**config.mk**
```make
export PLATFORM = sky130hd
export DESIGN_NAME = alsu_result_select_pipe
export DESIGN_NICKNAME = d
export VERILOG_FILES = /design/src/rtl/alsu_result_select_pipe.sv
export SDC_FILE = /design/constraint.sdc
export NUM_CORES = 1
export LEC_CHECK = 0
export CORE_ASPECT_RATIO = 1.2
export CORE_MARGIN = 3
export CORE_UTILIZATION = 45
export CTS_BUF_LIST = sky130_fd_sc_hd__clkbuf_4 sky130_fd_sc_hd__clkbuf_8
export CTS_CLUSTER_SIZE = 24
export DETAILED_ROUTE_END_ITERATION = 10
export MAX_ROUTING_LAYER = met4
export PLACE_DENSITY = 0.93
export SYNTH_ARGS = -nofsm -noshare
export SYNTH_HDL_FRONTEND = slang
export SYNTH_SLANG_ARGS = --single-unit
```
**constraint.sdc**
```tcl
create_clock -name clk -period 3.05 [get_ports clk]
set_clock_uncertainty 0.05 [all_clocks]
set_input_delay 0.4575 -clock clk [delete_from_list [all_inputs] [get_ports clk]]
set_output_delay 0.4575 -clock clk [all_outputs]
set_load 0.02 [all_outputs]
```
**src/rtl/alsu_result_select_pipe.sv**
```systemverilog
// Registered 8-way ALSU result selector with a valid/ready output stage,
// illegal-opcode flagging and a saturating illegal-opcode counter.
module alsu_result_select_pipe #(
  parameter int WIDTH = 4,
  parameter int CNT_W = 8
) (
  input  logic             clk,
  input  logic             rst,
  input  logic             in_valid,
  output logic             in_ready,
  input  logic [3:0]       Sel,
  input  logic [WIDTH-1:0] A,
  input  logic [WIDTH-1:0] B,
  input  logic [WIDTH-1:0] C,
  input  logic [WIDTH-1:0] D,
  input  logic [WIDTH-1:0] E,
  input  logic [WIDTH-1:0] F,
  input  logic [WIDTH-1:0] G,
  input  logic [WIDTH-1:0] H,
  output logic             out_valid,
  input  logic             out_ready,
  output logic [WIDTH-1:0] Out,
  output logic [3:0]       out_sel,
  output logic             out_zero,
  output logic             out_illegal,
  input  logic             clr_cnt,
  output logic [CNT_W-1:0] illegal_cnt
);

  localparam logic [CNT_W-1:0] CNT_ONE = 1;

  function automatic logic [CNT_W-1:0] sat_inc(input logic [CNT_W-1:0] v);
    return (&v) ? v : v + CNT_ONE;
  endfunction

  logic [WIDTH-1:0] src;
  logic             legal;
  logic             accept;

  logic [WIDTH-1:0] out_p0;
  logic [3:0]       sel_p0;
  logic             zero_p0;
  logic             illegal_p0;
  logic             vld_p0;
  logic [CNT_W-1:0] cnt_p0;

  always_comb begin
    src   = '0;
    legal = 1'b1;
    case (Sel)
      4'b0000, 4'b0001: src = A;
      4'b0010:          src = B;
      4'b0110:          src = C;
      4'b1010:          src = D;
      4'b0101, 4'b0111: src = E;
      4'b1000:          src = F;
      4'b1110:          src = G;
      4'b1100:          src = H;
      default:          legal = 1'b0;
    endcase
  end

  // Single output register, no skid entry: accept only when it is empty or draining.
  assign in_ready = !vld_p0 || out_ready;
  assign accept   = in_valid && in_ready;

  // ---- stage p0: output register ----
  always_ff @(posedge clk) begin
    if (rst) begin
      out_p0     <= '0;
      sel_p0     <= '0;
      zero_p0    <= 1'b0;
      illegal_p0 <= 1'b0;
      vld_p0     <= 1'b0;
      cnt_p0     <= '0;
    end else begin
      if (accept) begin
        vld_p0     <= 1'b1;
        sel_p0     <= Sel;
        illegal_p0 <= !legal;
        // Illegal opcodes keep the previous data so the result still flows downstream.
        if (legal) begin
          out_p0  <= src;
          zero_p0 <= (src == '0);
        end
      end else if (out_ready) begin
        vld_p0 <= 1'b0;
      end

      if (clr_cnt)
        cnt_p0 <= '0;
      else if (accept && !legal)
        cnt_p0 <= sat_inc(cnt_p0);
    end
  end

  assign out_valid   = vld_p0;
  assign Out         = out_p0;
  assign out_sel     = sel_p0;
  assign out_zero    = zero_p0;
  assign out_illegal = illegal_p0;
  assign illegal_cnt = cnt_p0;

endmodule

```
==> results.py <==
metrics = {
    "grt": {
        "global_route.overflow_total": 0,
        "grt.total_usage_pct": 24.5,
        "grt_pass1_wl_um": 6110,
        "grt_pass1_vias": 1407,
        "grt_max_degree": 19,
        "grt_antenna_before_repair": 0,
    },
    "timing": {
        "final_period_minus_worst_setup_slack_ps": 2410,
        "rsz0062_at_grt": "false",
        "report.final.setup_viol": 0,
        "worstMarginPinSlew_ps": 586,
        "setup-tns-final_ps": 0,
        "min_period_over_period_pct": 79.1,
        "slew_viol_final": 0,
        "fmax_mhz": 414,
        "timing.max_slew.rel_slack_pct": 60.6,
        "hold_viol_final": 0,
    },
    "synth": {
        "synth-main-ff-cell": "sky130_fd_sc_hd__dfxtp_1",
        "syn-instance-count": 155,
        "yosys_warnings": 0,
        "synth.top_cell.area_share_pct": 30.8,
        "yosys-top-cells-area": "sky130_fd_sc_hd__dfxtp_1, sky130_fd_sc_hd__a21oi_1, sky130_fd_sc_hd__nor2_1, sky130_fd_sc_hd__nand2_1, sky130_fd_sc_hd__nand3_1",
        "synth.lib_cells_used.distinct": 46,
        "synth_seq_area_share_pct": 30.8,
        "synth_async_sr_flop_share_pct": 0,
        "synth_area_per_cell_um2": 7.98,
        "syn-cell-area_mm2": 0.00124,
        "synth_edf_count": 0,
        "postSynthNetCount": 197,
        "ys_ff_latch": 19,
        "synth_top_cell_by_area": "sky130_fd_sc_hd__dfxtp_1",
        "synth.top_cells.by_count": "sky130_fd_sc_hd__dfxtp_1, sky130_fd_sc_hd__a21oi_1, sky130_fd_sc_hd__nor2_1",
        "synth.most_common_cell": "sky130_fd_sc_hd__dfxtp_1",
    },
    "finish": {
        "num_antenna_cells": 0,
        "layout.nets": 254,
        "post_layout_nonfiller_instances": 244,
        "drive_above_1_share_pct": 7.58,
        "final_core_utilization_pct": 73.0,
        "area.growth.synth_to_final_pct": 52.2,
        "fillers": 188,
    },
    "worst_setup_path": {
        "worst-endpoint-arrival_ps": 1910,
        "critical_path.startpoint_type": "input pin",
        "endpoint_required_time_on_the_critical_path_ps": 2540,
        "worstSetupEndpointType": "output port",
        "crit_path_max_fanout": 9,
        "criticalPathCategory": "in -> out",
    },
    "placement": {
        "dpl.cell_count": 240,
        "place.detailed.hpwl_um": 3130,
        "port_buffers": 60,
        "place_congestion": 0.819,
    },
    "job": {
        "timing.max_cap.violations": 0,
    },
    "status": {
        "status": "finished clean",
    },
    "pwr": {
        "peakVddDrop_uv": 260,
        "cellPowerDensity_mw_per_mm2": 301,
        "p_leak_nw": 0.682,
        "design_power_total_w": 0.000567,
    },
    "floorplan": {
        "floorplan.die.height_um": 63.4,
        "ios": 61,
        "number_of_placement_rows": 20,
        "die_width_um": 53.8,
        "core_area_mm2": 0.00258,
        "die_area_mm2": 0.00341,
        "initial_utilization_pct": 48.0,
    },
    "clock_network": {
        "postCtsSetupRepairBufs": 0,
        "tritoncts.num_buffers": 3,
        "cts_root_buffer": "sky130_fd_sc_hd__clkbuf_4",
        "cts.sinks": 19,
        "htree_levels": 1,
        "insertion_delay_to_the_later_sink_of_the_worst_skew_pair_ps": 300,
        "tritoncts": "done",
        "ctsHoldBuffers": 0,
        "path_clk_slew_ps": 100,
        "clockBufferDepth": 2,
        "cts-resized-gates": 0,
    },
    "routing": {
        "route.vias.total": 1415,
        "drtAntennaViolNets": 0,
        "post-route-drc-count": 0,
        "post_drt_via_cell_ratio": 5.80,
        "routed_wirelength_um": 3880,
        "routedWlPerCell_um": 15.9,
        "drtPass1Iterations": 5,
        "drt_first_iter_violations": 37,
    },
    "hold_path": {
        "worstHoldPathType": "reg -> reg",
    },
}
==> metrics by stage <==
stage	area [um^2]	hold WS [ps]	setup WS [ps]
2_1_floorplan	1240	485	931
3_3_place_gp	1850	404	461
3_5_place_dp	1850	398	378
4_1_cts	1880	412	639
5_1_grt	1880	445	573
6_report	1880	411	636
==> worst max-delay path: stages <==
cell and delay (ps):
sky130_fd_sc_hd__clkdlybuf4s50_1 450, sky130_fd_sc_hd__nand2b_1 300, sky130_fd_sc_hd__clkdlybuf4s50_1 700
==> report_power, final <==
| part | switching (W) | internal [W] | leakage, nW |
|---|---|---|---|
| registers | 0.00000597 | 0.000259 | 0.155 |
| clock network | 0.0000779 | 0.0000489 | 0.0177 |
| logic | 0.0000786 | 0.0000964 | 0.509 |
| total | 0.000162 | 0.000404 | 0.682 |
==> layout make-up <==
| type | count | area, um^2 | share of cell area [%] |
|---|---|---|---|
| Clock buffer | 3 | 22.5 | 1.20 |
| Clock inverter | 1 | 5.00 | 0.266 |
| Inverter | 3 | 11.3 | 0.598 |
| Multi-Input combinational cell | 121 | 791 | 42.0 |
| Sequential cell | 19 | 380 | 20.2 |
| Tap cell | 33 | 41.3 | 2.19 |
| Timing Repair Buffer | 64 | 631 | 33.5 |
==> sequential cells by signal (all words and copies together), names as in the netlist <==
signal and flops:
Out 4, out_valid 1, illegal_cnt 8, out_sel 4
out_illegal 1, out_zero 1
==> cells by family (layout without fill, tap and decap cells) <==
logic type	Yosys count	count (layout)	share of synthesized area, %
compound gates	35	35	20.6
flops	19	19	30.8
xor+xnor	2	2	1.42
buf+inv	15	71	5.26
mux	6	6	5.26
simple gates	77	77	35.6
fa+ha+maj	1	1	1.01
==> layer usage <==
metal	GRT usage (%)	share of wire, %	up-vias	wire, um
met2	43.0	56	70	2190
met5	-	0	-	0
met4	10.9	2.5	0	98
met3	5.91	6.9	14	267
met1	24.2	34	648	1330
li1	-	-	683	-
==> path summary, 6_finish.rpt <==
kind / startpoint / endpoint / slack [ps] / cells past startpoint
hold reg to reg: out_sel[1]$_SDFFE_PP0P_ / out_sel[1]$_SDFFE_PP0P_ / 410 / 2
setup / recovery: out_ready / in_ready / 640 / 3
hold / removal: out_sel[1]$_SDFFE_PP0P_ / out_sel[1]$_SDFFE_PP0P_ / 410 / 2
setup reg to reg: illegal_cnt[0]$_SDFFE_PP0P_ / illegal_cnt[7]$_SDFFE_PP0P_ / 1100 / 5
==> cells in the final DEF (no fill, tap or decap), types with 2 or more instances in the layout <==
cell type / Yosys / layout
sky130_fd_sc_hd__mux2_2: 3 / 3
sky130_fd_sc_hd__clkdlybuf4s50_1: 0 / 60
sky130_fd_sc_hd__inv_1: 3 / 3
sky130_fd_sc_hd__nand3b_1: 2 / 2
sky130_fd_sc_hd__dfxtp_1: 19 / 19
sky130_fd_sc_hd__nand4_1: 2 / 2
sky130_fd_sc_hd__a31oi_1: 2 / 2
sky130_fd_sc_hd__nor4bb_1: 2 / 2
sky130_fd_sc_hd__nand3_1: 9 / 9
sky130_fd_sc_hd__and3_1: 3 / 3
sky130_fd_sc_hd__a21oi_1: 16 / 16
sky130_fd_sc_hd__a32o_1: 2 / 2
sky130_fd_sc_hd__and4_1: 2 / 2
sky130_fd_sc_hd__and3b_1: 3 / 3
sky130_fd_sc_hd__nor3_1: 7 / 7
sky130_fd_sc_hd__nand4b_1: 3 / 3
sky130_fd_sc_hd__buf_4: 0 / 4
sky130_fd_sc_hd__nor2b_1: 4 / 4
sky130_fd_sc_hd__or3b_1: 2 / 2
sky130_fd_sc_hd__clkbuf_4: 0 / 3
sky130_fd_sc_hd__a21o_1: 3 / 3
sky130_fd_sc_hd__mux2i_1: 2 / 2
sky130_fd_sc_hd__nor2_1: 15 / 15
sky130_fd_sc_hd__xnor2_1: 2 / 2
sky130_fd_sc_hd__o21ai_1: 2 / 2
sky130_fd_sc_hd__nand2b_1: 2 / 2
sky130_fd_sc_hd__nor3b_1: 2 / 2
sky130_fd_sc_hd__nand2_1: 14 / 14
Note: power is estimated with default switching activity, not from simulation.
